### config.mk
export PLATFORM = sky130hd
export DESIGN_NAME = tremolo_modulator_flat
export DESIGN_NICKNAME = d
export VERILOG_FILES = /design/src/rtl/tremolo_pkg.sv /design/src/rtl/tremolo_modulator_if.sv /design/src/rtl/seq_mult_s16u16.sv /design/src/rtl/tremolo_modulator.sv /design/src/flat_wrapper.sv
export SDC_FILE = /design/constraint.sdc
export NUM_CORES = 1
export LEC_CHECK = 0
export BUFFER_PORTS_ARGS = -buffer_cell sky130_fd_sc_hd__buf_2
export CAP_MARGIN = 5
export CELL_PAD_IN_SITES_DETAIL_PLACEMENT = 0
export CELL_PAD_IN_SITES_GLOBAL_PLACEMENT = 2
export CORE_ASPECT_RATIO = 1.75
export CORE_UTILIZATION = 24
export DETAILED_ROUTE_END_ITERATION = 8
export HOLD_SLACK_MARGIN = 0.15
export PLACE_DENSITY_LB_ADDON = 0.08
export SLEW_MARGIN = 20
export SYNTH_ARGS = -nofsm -noshare
export SYNTH_HDL_FRONTEND = slang
export SYNTH_SLANG_ARGS = --single-unit
### constraint.sdc
create_clock -name i_clk -period 7.95 [get_ports i_clk]
set_input_delay 1.59 -clock i_clk [delete_from_list [all_inputs] [get_ports i_clk]]
set_output_delay 1.59 -clock i_clk [all_outputs]
set_load 0.05 [all_outputs]
### src/rtl/tremolo_pkg.sv
// tremolo_pkg: shared types, constants and the gain law for the tremolo stage.
package tremolo_pkg;

  localparam int DATA_W = 16;

  typedef enum logic [1:0] {
    S_IDLE,
    S_LOAD,
    S_MUL,
    S_OUT
  } state_t;

  localparam logic [15:0]        GAIN_UNITY = 16'h8000;
  localparam logic [15:0]        GAIN_MID   = 16'h4000;
  localparam logic signed [31:0] ROUND_BIAS = 32'sh4000;

  // Unsigned Q1.15 gain from the LFO top half and the depth setting.
  // The LFO is centred on half gain and clamped to [0, unity] in 18 bits,
  // then the attenuation below unity is scaled by the depth.
  function automatic logic [15:0] calc_gain(input logic [15:0] lfo_top,
                                            input logic [1:0]  depth);
    logic signed [17:0] g_sum;
    logic [15:0]        g_full;
    logic [15:0]        d;
    logic [15:0]        gain;
    g_sum = $signed({2'b00, GAIN_MID}) + $signed({{2{lfo_top[15]}}, lfo_top});
    if (g_sum[17]) begin
      g_full = 16'h0000;
    end else if (g_sum > $signed({2'b00, GAIN_UNITY})) begin
      g_full = GAIN_UNITY;
    end else begin
      g_full = g_sum[15:0];
    end
    d = GAIN_UNITY - g_full;
    case (depth)
      2'd0:    gain = GAIN_UNITY;
      2'd1:    gain = GAIN_UNITY - (d >> 2);
      2'd2:    gain = GAIN_UNITY - (d >> 1);
      default: gain = GAIN_UNITY - d;
    endcase
    return gain;
  endfunction

endpackage

### src/rtl/tremolo_modulator_if.sv
// tremolo_modulator_if: sample-in and sample-out handshakes plus the LFO/depth
// controls that travel with each input sample.
//
// Handshake rule (both directions): a transfer happens on a rising clock edge
// where valid and ready are both high. The source holds valid and its payload
// stable until that edge; ready may be asserted independently of valid.
interface tremolo_modulator_if;
  logic        i_valid;
  logic        o_ready;
  logic [15:0] i_sample;
  logic [31:0] i_lfo;
  logic [1:0]  i_depth;
  logic        o_valid;
  logic        i_ready;
  logic [15:0] o_sample;

  modport slave (
    input  i_valid, i_sample, i_lfo, i_depth, i_ready,
    output o_ready, o_valid, o_sample
  );

  modport master (
    output i_valid, i_sample, i_lfo, i_depth, i_ready,
    input  o_ready, o_valid, o_sample
  );
endinterface

### src/rtl/seq_mult_s16u16.sv
// seq_mult_s16u16: signed 16 x unsigned 16 shift-add multiplier, one
// multiplier bit per cycle LSB first. start loads the operands and clears the
// accumulator; done is high during the 16th iteration, when product holds the
// complete result.
module seq_mult_s16u16
  import tremolo_pkg::*;
(
  input  logic                     clk,
  input  logic                     rst,
  input  logic                     start,
  input  logic signed [DATA_W-1:0] mcand_in,
  input  logic        [DATA_W-1:0] mplier_in,
  output logic                     done,
  output logic signed [31:0]       product
);

  logic signed [31:0] acc;
  logic signed [31:0] mcand;
  logic [15:0]        mplier;
  logic [3:0]         cnt;
  logic               busy;
  logic signed [31:0] sum;

  // Partial-product add for the current multiplier bit.
  always_comb begin
    sum     = acc + (mplier[0] ? mcand : 32'sd0);
    product = sum;
    done    = busy && (cnt == 4'd15);
  end

  // Iteration registers; the counter wraps to 0 after the last iteration.
  always_ff @(posedge clk or posedge rst) begin
    if (rst) begin
      acc    <= '0;
      mcand  <= '0;
      mplier <= '0;
      cnt    <= '0;
      busy   <= 1'b0;
    end else if (start) begin
      acc    <= '0;
      mcand  <= {{16{mcand_in[15]}}, mcand_in};
      mplier <= mplier_in;
      cnt    <= '0;
      busy   <= 1'b1;
    end else if (busy) begin
      acc    <= sum;
      mcand  <= mcand <<< 1;
      mplier <= mplier >> 1;
      cnt    <= cnt + 4'd1;
      if (cnt == 4'd15) begin
        busy <= 1'b0;
      end
    end
  end

endmodule

### src/rtl/tremolo_modulator.sv
// tremolo_modulator: applies a triangle-LFO-driven gain to 16-bit audio
// samples. One sample in flight at a time: capture, gain setup, 16-cycle
// multiply, then hold the result until downstream takes it.
// Build option TREMOLO_ROUND_EN: round half up and clamp instead of truncating.
module tremolo_modulator
  import tremolo_pkg::*;
(
  input  logic                 i_clk,
  input  logic                 i_rst,
  tremolo_modulator_if.slave   bus,
  output state_t               dbg_state
);

  state_t             state;
  state_t             next_state;
  logic [15:0]        sample_q;
  logic [15:0]        lfo_top_q;
  logic [1:0]         depth_q;
  logic               valid_q;
  logic [15:0]        out_q;
  logic [15:0]        gain;
  logic [15:0]        out_next;
  logic               mul_start;
  logic               mul_done;
  logic signed [31:0] mul_product;

  // Low half of the LFO word carries no gain information.
  logic unused_lfo_lo;
  assign unused_lfo_lo = ^bus.i_lfo[15:0];

  assign gain = calc_gain(lfo_top_q, depth_q);

  seq_mult_s16u16 u_mult (
    .clk       (i_clk),
    .rst       (i_rst),
    .start     (mul_start),
    .mcand_in  ($signed(sample_q)),
    .mplier_in (gain),
    .done      (mul_done),
    .product   (mul_product)
  );

`ifdef TREMOLO_ROUND_EN
  logic signed [31:0] rounded;
  logic signed [31:0] shifted;

  // Round half up, then clamp to the signed 16-bit range.
  always_comb begin
    rounded = mul_product + ROUND_BIAS;
    shifted = rounded >>> 15;
    if (shifted > 32'sh0000_7FFF) begin
      out_next = 16'h7FFF;
    end else if (shifted < 32'shFFFF_8000) begin
      out_next = 16'h8000;
    end else begin
      out_next = shifted[15:0];
    end
  end
`else
  // Truncate: arithmetic floor of product / 2^15.
  logic unused_prod_bits;
  assign unused_prod_bits = ^{mul_product[31], mul_product[14:0]};
  assign out_next = mul_product[30:15];
`endif

  // State register.
  always_ff @(posedge i_clk or posedge i_rst) begin
    if (i_rst) begin
      state <= S_IDLE;
    end else begin
      state <= next_state;
    end
  end

  // Next-state logic.
  always_comb begin
    next_state = state;
    case (state)
      S_IDLE:  if (bus.i_valid) next_state = S_LOAD;
      S_LOAD:  next_state = S_MUL;
      S_MUL:   if (mul_done) next_state = S_OUT;
      S_OUT:   if (bus.i_ready) next_state = S_IDLE;
      default: next_state = S_IDLE;
    endcase
  end

  // State-decoded outputs.
  always_comb begin
    bus.o_ready  = (state == S_IDLE);
    mul_start    = (state == S_LOAD);
    dbg_state    = state;
    bus.o_valid  = valid_q;
    bus.o_sample = out_q;
  end

  // Input capture at accept; result register loaded on the last iteration.
  always_ff @(posedge i_clk or posedge i_rst) begin
    if (i_rst) begin
      sample_q  <= '0;
      lfo_top_q <= '0;
      depth_q   <= '0;
      valid_q   <= 1'b0;
      out_q     <= '0;
    end else begin
      if (state == S_IDLE && bus.i_valid) begin
        sample_q  <= bus.i_sample;
        lfo_top_q <= bus.i_lfo[31:16];
        depth_q   <= bus.i_depth;
      end
      if (state == S_MUL && mul_done) begin
        valid_q <= 1'b1;
        out_q   <= out_next;
      end else if (state == S_OUT && bus.i_ready) begin
        valid_q <= 1'b0;
      end
    end
  end

endmodule

### src/flat_wrapper.sv
// flat-port wrapper written by rule: the top's interface ports become plain ports
module tremolo_modulator_flat import tremolo_pkg::*;
  (i_clk, i_rst, dbg_state, bus_i_valid, bus_i_sample, bus_i_lfo, bus_i_depth, bus_i_ready, bus_o_ready, bus_o_valid, bus_o_sample);
  tremolo_modulator_if bus_i ();
  input  logic i_clk;
  input  logic i_rst;
  output state_t dbg_state;
  input wire logic [$bits(bus_i.i_valid)-1:0] bus_i_valid;
  input wire logic [$bits(bus_i.i_sample)-1:0] bus_i_sample;
  input wire logic [$bits(bus_i.i_lfo)-1:0] bus_i_lfo;
  input wire logic [$bits(bus_i.i_depth)-1:0] bus_i_depth;
  input wire logic [$bits(bus_i.i_ready)-1:0] bus_i_ready;
  output wire logic [$bits(bus_i.o_ready)-1:0] bus_o_ready;
  output wire logic [$bits(bus_i.o_valid)-1:0] bus_o_valid;
  output wire logic [$bits(bus_i.o_sample)-1:0] bus_o_sample;
  assign bus_i.i_valid = bus_i_valid;
  assign bus_i.i_sample = bus_i_sample;
  assign bus_i.i_lfo = bus_i_lfo;
  assign bus_i.i_depth = bus_i_depth;
  assign bus_i.i_ready = bus_i_ready;
  assign bus_o_ready = bus_i.o_ready;
  assign bus_o_valid = bus_i.o_valid;
  assign bus_o_sample = bus_i.o_sample;
  tremolo_modulator u_core (.i_clk(i_clk), .i_rst(i_rst), .bus(bus_i), .dbg_state(dbg_state));
endmodule
==> results of run 1 <==
## cell type report
type / instances / area share
Inverter: 18 / 0.00736
Tap cell: 465 / 0.0590
Multi-Input combinational cell: 669 / 0.496
Sequential cell: 136 / 0.346
Timing Repair Buffer: 65 / 0.0350
Clock inverter: 13 / 0.0122
Clock buffer: 19 / 0.0449
## critical path: stages (launching register included)
cell,delay [ps]
dfrtp_1,480
and2_1,190
ha_1,210
fa_1,430
a211oi_1,300
o21bai_1,230
o2111a_1,350
o41ai_1,750
a21oi_1,260
or4_1,460
nand3_1,140
nand2_1,80
xor2_1,180
nor2_1,50
## layer usage
| layer | global-route usage | up-vias |
|---|---|---|
| met5 | 0 | - |
| met4 | 0.0475 | 0 |
| li1 | - | 3210 |
| met2 | 0.288 | 76 |
| met1 | 0.141 | 3143 |
| met3 | 0.0212 | 22 |
## power groups by stage
stage                     combinational [uW]  sequential, uW  clock [uW]
final                                   2530            1260         784
after global routing                    2840            1310         844
after CTS                               2610            1270         822
after floorplan                         2140            1200           0
after detailed placement                2590            1280           0
after global placement                  2600            1280           0
## final timing paths
path | start | to | slack, ps
setup / recovery | u_core.u_mult.mplier[0]$_DFFE_PP0P_ | u_core.u_mult.acc[30]$_DFFE_PP0P_ | 3710
hold reg to reg | u_core.bus.o_valid$_DFFE_PP0P_ | u_core.bus.o_valid$_DFFE_PP0P_ | 480
min in group asynchronous | i_rst | u_core.lfo_top_q[1]$_DFFE_PP0P_ | 1290
max in group asynchronous | i_rst | u_core.u_mult.busy$_DFF_PP0_ | 5190
setup reg to reg | u_core.u_mult.mplier[0]$_DFFE_PP0P_ | u_core.u_mult.acc[30]$_DFFE_PP0P_ | 3710
hold / removal | u_core.bus.o_valid$_DFFE_PP0P_ | u_core.bus.o_valid$_DFFE_PP0P_ | 480
## registers in the layout (all words and copies together), names as in the netlist
register,flops
u_core.bus.o_valid,1
u_core.lfo_top_q,16
u_core.u_mult.mcand,31
u_core.u_mult.busy,1
u_core.u_mult.acc,31
u_core.dbg_state,2
u_core.sample_q,16
u_core.u_mult.cnt,4
u_core.bus.o_sample,16
u_core.depth_q,2
u_core.u_mult.mplier,16
## through the flow
step	instance area, um^2	total power [uW]
finish	9850	4570
global route	9850	4990
CTS	9850	4690
detailed placement	9290	3870
global placement	9290	3870
floorplan	8700	3340
## logic make-up after synthesis
logic type | share of synthesized area
AOI/OAI and AO/OA | 0.155
xor gates and xnor gates | 0.0502
adders and majority gates | 0.0598
buffers and inverters | 0.0493
DFF | 0.391
muxes | 0.127
and+or+nand+nor | 0.168
## cells in the final DEF (no fill, tap or decap), types with 5 or more instances in the layout
cell type | netlist | layout
nand3_1 | 15 | 15
nor2b_1 | 7 | 7
a311oi_1 | 5 | 5
o211ai_1 | 5 | 5
inv_1 | 18 | 16
xor2_1 | 19 | 19
a21oi_1 | 39 | 39
xnor2_1 | 29 | 29
o21bai_1 | 6 | 6
and2_1 | 48 | 48
nor2_1 | 75 | 75
nand4_1 | 7 | 7
a31oi_1 | 8 | 8
mux2i_1 | 56 | 56
o21a_1 | 5 | 5
clkbuf_16 | 0 | 17
mux2_2 | 48 | 48
buf_4 | 1 | 8
ha_1 | 40 | 39
nand2_1 | 65 | 64
o21ai_0 | 38 | 38
dfrtp_1 | 136 | 135
nand2b_1 | 10 | 10
o22ai_1 | 13 | 13
and3_1 | 5 | 5
nor3_1 | 18 | 18
a21o_1 | 8 | 8
a211oi_1 | 24 | 24
buf_2 | 2 | 57
==> metrics.txt, run 1 <==
Final Hold Vio Count=0; Clock Sinks=136; initial core utilization=0.245; fraction of registers with async set/reset=1.00; clock skew=approximately 11 ps; Final Critical Period=4240 ps; CP startpoint kind=flop; top cells by instance count after synthesis=dfrtp_1, nor2_1, nand2_1; clk buf depth=2; DR pass1 iterations=6; I/O pin count=74; global-route wire length before repair=39600 um; initial drt markers=about 150; pin count of the biggest net entering global routing=76; Area growth syn-to-layout=13.2%; Worst-path clk slew=60 ps; Reg area=3410 um^2; Die Y-Extent=254 um; Critical Path End Type=flop; Final Worst Setup Slack=3710 ps; worst hold stages=2; vias=6451; top cells by area, synth=dfrtp_1, mux2i_1, mux2_2; H-tree levels=4; Static Leak=0.00464 uW; Final HPWL DP=roughly 18000 um; Post-DRT Antenna Nets=0; Sw Share=0.459; Combinational Power Share=0.554; worst hold-check slack=about 480 ps; largest area contributor in the netlist=dfrtp_1; gpl congestion=about 0.73; CTS Buf Count=17; Clk pwr share=0.171; Overflow after GRT=0; Worst-Margin Slew=1010 ps; post-synth top area share=0.391; Netlist cell types=88; CP required=8260 ps; worst-path maximum fanout=9; Finished Layout Cells=between 1k and 1.5k; met3 WL=401 um; FMAX=236 MHz; Port-buffer cells=57; Fillers=slightly below 4k; top-count cell post-synth=dfrtp_1; Tcrit/Tclk final=0.534; RSZ-0062 raised after global routing=false; flops & latches, synth=136; footprint of the multi-input gates=~4900 um^2; outcome=finished, final reports clean; routed wl met2=14500 um; Worst-Skew Late Latency=440 ps; Cells after Synth=between 800 and 900; pre-CTS WS=3580 ps; post-DR vias/cell=4.66; Reg power frac=0.275; CP Class=flop to flop; Setup Buffers After CTS=0; initial antenna violation count=0; row cnt=91; DRC=0; PD cells=464 nW/um^2; die area=37100 um^2; routed length per instance=17.9 um; layout cells sized above 1=0.192; CTS resizes=0; max cap viols=0; Avg Inst Size Synth=9.97 um^2; die width=146 um; relative slew slack=0.325; Hold Path Class=flop to flop; Mapped Area=8700 um^2; Slew Limit Fails=0; Inst Count DP=1353; uppermost layer routed=met4; setup_tns=0 ps; Final Util=0.277; clock tree root driver cell=clkbuf_16; Max IR drop VDD=0.000180 V; Final setup viols=0; Main synth FF type=dfrtp_1; Data arrival, critical path=4550 ps; EDFF count, synth=0; Synth Net Count=between 900 and 1k; Routed WL=24700 um; CTS Hold Buffers Added=0; Reg2Reg Depth=13; CTS tree=built; antenna diode count=0; Seq/Total Area, Yosys=0.391; GRT Overall Usage=0.141; number of global-route vias before repair=roughly 7k; synth warn=0; Switch Pwr=2100 uW; nets@finish=1002; total core area=35500 um^2; M1 wire length=about 9400 um; Internal=2480 uW
Note: power is estimated with default switching activity, not from simulation.
==> inputs of run 2 (changes only) <==
==> constraint.sdc (replaced) <==
create_clock -name i_clk -period 4.1 [get_ports i_clk]
set_input_delay 0.82 -clock i_clk [delete_from_list [all_inputs] [get_ports i_clk]]
set_output_delay 0.82 -clock i_clk [all_outputs]
set_load 0.05 [all_outputs]
==> run 2 against run 1 <==
  * Routed wire length fell by 3.2%
  * Combinational power rose by 100%
  * Global-route usage fell by 0.24 points
  * Sequential share of layout area fell by 0.82 points
  * Final area rose by 2.4%
  * Highest routed layer unchanged
  * Register-to-register slack got worse by 3400 ps
  * Sequential power rose by 91%
==> metrics.txt, run 2 (synthesis results as in run 1) <==
outcome=finished, final reports clean (unchanged); Critical Path End Type=flop (unchanged); H-tree levels=4 (unchanged); met2 global-route usage=0.281 (was 0.288); clock skew=9.56 ps (was 10.6 ps); Worst-Margin Slew=964 ps (was 1010 ps); Inst Count DP=1376 (was 1353); relative slew slack=0.357 (was 0.325); clock tree root driver cell=clkbuf_16 (unchanged); most common cell after layout, fill and taps aside=dfrtp_1 (unchanged); Worst path top cell family by delay=compound AO/OA/AOI/OAI gates (unchanged); layout cells sized above 1=0.211 (was 0.192); Final Hold Vio Count=0 (unchanged); Area growth syn-to-layout=16.0% (was 13.2%); CTS tree=built (unchanged); FMAX=267 MHz (was 236 MHz); CP startpoint kind=flop (unchanged); initial antenna violation count=0 (unchanged); I/O pin count=74 (unchanged); Final setup viols=0 (unchanged); die area=37100 um^2 (unchanged); Port-buffer cells=57 (unchanged); global-route wire length before repair=39400 um (was 39600 um); die width=146 um (unchanged); Die Y-Extent=254 um (unchanged); Worst-Skew Late Latency=440 ps (about the same); met3 Use GR=0.0201 (was 0.0212); Overflow after GRT=0 (unchanged); RSZ-0062 raised after global routing=false (unchanged); GRT met1 Usage=0.137 (was 0.141); Post-DRT Antenna Nets=0 (unchanged); post-route cell area=10100 um^2 (was 9850 um^2); flop2flop setup slack=350 ps (was 3710 ps); CTS Buf Count=17 (unchanged); crit-path most repeated cell=buf_4; pre-CTS WS=262 ps (was 3580 ps); placed cell areas=9490 um^2 (was 9290 um^2); total core area=35500 um^2 (unchanged); setup_tns=0 ps (unchanged); Setup Buffers After CTS=0 (unchanged); pin count of the biggest net entering global routing=64 (was 76); routed length per instance=17.0 um (was 17.9 um); CP Class=flop to flop (unchanged); gpl congestion=0.777 (was 0.733); Tcrit/Tclk final=0.914 (was 0.534); clk buf depth=2 (unchanged); Static Leak=0.00479 uW (was 0.00464 uW); Final Worst Setup Slack=351 ps (was 3710 ps); Data arrival, critical path=4050 ps (was 4550 ps); nets@finish=1025 (was 1002); Final HPWL DP=17900 um (was 18000 um); CP max stage delay=470 ps (was 750 ps); initial drt markers=213 (was 148); biggest regs=u_core.u_mult.acc: 31 flops, u_core.u_mult.mcand: 31 flops (unchanged); CTS Hold Buffers Added=0 (unchanged); worst-path cell chain=and2_1, ha_1, a211oi_1, buf_4, nor4_2, nor4_1, o21ai_1, o41a_1, a311oi_1, buf_4, o41ai_1, xnor2_1, o21ai_0, nor2b_1 (was and2_1, ha_1, fa_1, a211oi_1, o21bai_1, o2111a_1, o41ai_1, a21oi_1, or4_1, nand3_1, nand2_1, xor2_1, nor2_1); Hold Path Class=flop to flop (unchanged); antenna diode count=0 (unchanged); Finished Layout Cells=1408 (was 1385); initial core utilization=0.245 (unchanged); worst-path maximum fanout=10 (was 9); Final Critical Period=3750 ps (was 4240 ps); max cap viols=0 (unchanged); Routed WL=24000 um (was 24700 um); slowest CP cell=dfrtp_1 (was o41ai_1); DR pass1 iterations=4 (was 6); Max IR drop VDD=0.000352 V (was 0.000180 V); Clock Sinks=136 (unchanged); number of global-route vias before repair=7144 (was 6882); post-DR vias/cell=4.69 (was 4.66); Worst-path clk slew=70 ps (was 60 ps); GRT Overall Usage=0.138 (was 0.141); CP required=4400 ps (was 8260 ps); row cnt=91 (unchanged); most frequent cells in the layout=dfrtp_1, nor2_1, nand2_1, buf_2, mux2i_1 (unchanged); vias=6607 (was 6451); Worst Path Buf+Inv=2 (was 0); PD cells=908 nW/um^2 (was 464 nW/um^2); DRC=0 (unchanged); GR peak layer=met2 (unchanged); Slew Limit Fails=0 (unchanged)
-- run 2: final cells by class --
| type | instances | area, um^2 |
|---|---|---|
| Clock inverter | 12 | 151 |
| Fill cell | 3843 | 25400 |
| Multi-Input combinational cell | 669 | 4890 |
| Timing Repair Buffer | 88 | 547 |
| Inverter | 18 | 71.3 |
| Sequential cell | 136 | 3410 |
| Tap cell | 465 | 582 |
| Clock buffer | 20 | 447 |
-- run 2: repair_timing --
action,in CTS,in global routing
gates resized for setup,0,3
setup endpoints to repair,0,1
endpoints found under the hold margin,0,0
-- run 2: metal layers --
metal	up-vias	routed length [um]
li1	3263	-
met5	-	0
met3	25	408
met4	0	548
met1	3236	9110
met2	83	13900
-- run 2: worst register-to-register path, cell delays in order, from the launching register on --
cell and delay, ps:
dfrtp_1 470, and2_1 220, ha_1 300, a211oi_1 230
buf_4 170, nor4_2 50, nor4_1 410, o21ai_1 210
o41a_1 430, a311oi_1 340, buf_4 170, o41ai_1 90
xnor2_1 240, o21ai_0 110, nor2b_1 170
-- run 2: metrics by stage --
stage	hold WS [ps]	total power, uW	util
2_1_floorplan	448	6470	-
3_3_place_gp	455	7650	0.267
3_5_place_dp	469	7690	0.267
4_1_cts	485	9380	0.284
5_1_grt	504	10000	0.284
6_report	477	9170	0.284
-- run 2: worst paths after layout --
check                                                         start                                end  cells after the start
worst min-delay path                 u_core.bus.o_valid$_DFFE_PP0P_     u_core.bus.o_valid$_DFFE_PP0P_                      2
worst max-delay path            u_core.u_mult.mplier[0]$_DFFE_PP0P_  u_core.u_mult.acc[29]$_DFFE_PP0P_                     14
max in group asynchronous                                     i_rst       u_core.u_mult.busy$_DFF_PP0_                      3
worst min register to register       u_core.bus.o_valid$_DFFE_PP0P_     u_core.bus.o_valid$_DFFE_PP0P_                      2
min in group asynchronous                                     i_rst    u_core.lfo_top_q[1]$_DFFE_PP0P_                      2
worst max register to register  u_core.u_mult.mplier[0]$_DFFE_PP0P_  u_core.u_mult.acc[29]$_DFFE_PP0P_                     14
-- run 2: where the power goes --
part	leakage (uW)	internal [uW]	switching (uW)	total [uW]
registers	0.00170	1920	486	2410
clock network	0.000290	972	644	1620
logic	0.00280	2200	2950	5140
total	0.00479	5090	4070	9170
==> inputs of run 3 (changes only) <==
--- a/config.mk
+++ b/config.mk
@@ -14,6 +14,7 @@
 export DETAILED_ROUTE_END_ITERATION = 8
 export HOLD_SLACK_MARGIN = 0.15
 export PLACE_DENSITY_LB_ADDON = 0.08
+export REMOVE_ABC_BUFFERS = 1
 export SLEW_MARGIN = 20
 export SYNTH_ARGS = -nofsm -noshare
 export SYNTH_HDL_FRONTEND = slang
==> run 3 against run 2 <==
  * Register-to-register slack is essentially flat
  * Via count is 1.1% lower
  * First-iteration DRC count fell by 18%
  * Combinational power is 3% higher
  * Cell count increased by 0.78%
  * Setup slack worse by 5.5 ps
  * Routed wire length decreased by 0.80%
  * Global-route usage is 0.19 points lower
  * Critical endpoint is now u_core.u_mult.acc[30]$_DFFE_PP0P_
  * Highest routed layer unchanged
==> metrics.txt, run 3 (synthesis results as in run 1) <==
initial drt markers=174 (was 213); GRT met1 Usage=0.134 (was 0.137); Internal=5250 uW (was 5090 uW); die width=146 um (unchanged); Data arrival, critical path=4050 ps (about the same); setup_tns=0 ps (unchanged); Reg power frac=0.257 (was 0.263); routed length per instance=16.7 um (was 17.0 um); biggest regs=u_core.u_mult.acc: 31 flops, u_core.u_mult.mcand: 31 flops (unchanged); Routed WL=23800 um (was 24000 um); Slew Limit Fails=0 (unchanged); CTS Hold Buffers Added=0 (unchanged); Final Worst Setup Slack=346 ps (was 351 ps); post-route cell area=10200 um^2 (was 10100 um^2); Final Critical Period=3750 ps (about the same); CP required=4400 ps (about the same); CP Class=flop to flop (unchanged); max cap viols=0 (unchanged); Hold Path Class=flop to flop (unchanged); Post-DRT Antenna Nets=0 (unchanged); pre-CTS WS=247 ps (was 262 ps); GRT Overall Usage=0.136 (was 0.138); FMAX=266 MHz (was 267 MHz); CTS Buf Count=17 (unchanged); clock skew=9.70 ps (was 9.56 ps); placed cell areas=9570 um^2 (was 9490 um^2); layout cells sized above 1=0.220 (was 0.211); Setup Buffers After CTS=0 (unchanged); H-tree levels=4 (unchanged); Max IR drop VDD=0.000292 V (was 0.000352 V); worst-path cell chain=and2_1, ha_1, fa_1, a211oi_1, o21bai_1, o2111a_1, o41ai_1, buf_4, a21oi_1, or4_1, nand3_1, nand2_1, xor2_1, nor2_1 (was and2_1, ha_1, a211oi_1, buf_4, nor4_2, nor4_1, o21ai_1, o41a_1, a311oi_1, buf_4, o41ai_1, xnor2_1, o21ai_0, nor2b_1); CP max stage delay=470 ps (about the same); initial antenna violation count=0 (unchanged); worst-path maximum fanout=9 (was 10); Overflow after GRT=0 (unchanged); gpl congestion=0.741 (was 0.777); Final HPWL DP=17700 um (was 17900 um); CTS resizes=0 (unchanged); PD cells=914 nW/um^2 (was 908 nW/um^2); Worst Path Buf+Inv=1 (was 2); initial core utilization=0.245 (unchanged); CP startpoint kind=flop (unchanged); worst hold-check slack=477 ps (about the same); Static Leak=0.00485 uW (was 0.00479 uW); DR pass1 iterations=4 (unchanged); relative slew slack=0.348 (was 0.357); total core area=35500 um^2 (unchanged); Area growth syn-to-layout=17.0% (was 16.0%); DRC=0 (unchanged); clk buf depth=2 (unchanged); Combinational Power Share=0.568 (was 0.561); Clk pwr share=0.175 (was 0.176); Port-buffer cells=57 (unchanged); Worst-Skew Late Latency=430 ps (was 440 ps); die area=37100 um^2 (unchanged); outcome=finished, final reports clean (unchanged); Tcrit/Tclk final=0.916 (was 0.914); nets@finish=1037 (was 1025); I/O pin count=74 (unchanged); number of global-route vias before repair=7164 (was 7144); Final Util=0.286 (was 0.284); met2 global-route usage=0.281 (about the same); global-route wire length before repair=38900 um (was 39400 um); Worst path top cell family by delay=compound AO/OA/AOI/OAI gates (unchanged); Fillers=3881 (was 3843); clock tree root driver cell=clkbuf_16 (unchanged); most frequent cells in the layout=dfrtp_1, nor2_1, nand2_1, buf_2, mux2i_1 (unchanged); pin count of the biggest net entering global routing=82 (was 64); Sw Share=0.435 (was 0.444); Final setup viols=0 (unchanged); Critical Path End Type=flop (unchanged); slowest CP cell=dfrtp_1 (unchanged); met3 Use GR=0.0246 (was 0.0201); post-DR vias/cell=4.61 (was 4.69); row cnt=91 (unchanged); Worst-path clk slew=60 ps (was 70 ps); Worst-Margin Slew=977 ps (was 964 ps); Final Hold Vio Count=0 (unchanged); GR peak layer=met2 (unchanged); most common cell after layout, fill and taps aside=dfrtp_1 (unchanged); vias=6537 (was 6607); Clock Sinks=136 (unchanged); CTS tree=built (unchanged); RSZ-0062 raised after global routing=false (unchanged); antenna diode count=0 (unchanged); Die Y-Extent=254 um (unchanged); Switch Pwr=4050 uW (was 4070 uW)
## run 3: power by group through the flow
stage / Combinational [uW] / Sequential [uW] / Clock, uW
after global placement: 5400 / 2430 / 0
after detailed placement: 5420 / 2430 / 0
after global routing: 5920 / 2490 / 1740
final: 5280 / 2390 / 1630
after CTS: 5430 / 2410 / 1710
after floorplan: 3730 / 2410 / 0
## run 3: area by class of cell
cell class	instances	area [um^2]	area share
repair buffers	100	621	0.0610
multi-input cells	669	4890	0.480
inverters	18	72.6	0.00713
clock inverters	7	116	0.0114
well taps	465	582	0.0572
clock buffers	24	492	0.0483
flip-flops and latches	136	3410	0.335
## run 3: metrics by stage
stage,total power [uW],cells
6_report,9300,1419
3_3_place_gp,7830,1388
5_1_grt,10200,1419
2_1_floorplan,6140,823
4_1_cts,9560,1419
3_5_place_dp,7850,1388
## run 3: worst paths after layout
| check | slack (ps) | startpoint | end | depth (start not counted) |
|---|---|---|---|---|
| max in group asynchronous | 2740 | i_rst | u_core.u_mult.acc[25]$_DFFE_PP0P_ | 3 |
| worst min-delay path | 480 | u_core.sample_q[11]$_DFFE_PP0P_ | u_core.u_mult.mcand[11]$_DFFE_PP0P_ | 2 |
| min in group asynchronous | 550 | i_rst | u_core.dbg_state[1]$_DFFE_PP0P_ | 2 |
| worst max register to register | 350 | u_core.u_mult.mplier[0]$_DFFE_PP0P_ | u_core.u_mult.acc[30]$_DFFE_PP0P_ | 14 |
| worst max-delay path | 350 | u_core.u_mult.mplier[0]$_DFFE_PP0P_ | u_core.u_mult.acc[30]$_DFFE_PP0P_ | 14 |
| worst min register to register | 480 | u_core.sample_q[11]$_DFFE_PP0P_ | u_core.u_mult.mcand[11]$_DFFE_PP0P_ | 2 |
## run 3: per-layer routing
layer,part of all wire,vias to the layer above
li1,-,3286
met1,0.39,3161
met2,0.57,67
met3,0.019,23
met4,0.017,0
met5,0,-
## run 3: tightest hold or removal path, cell delays in order, from the launching register on
cell	delay, ps
dfrtp_1	340
nand2_1	50
o21ai_0	60
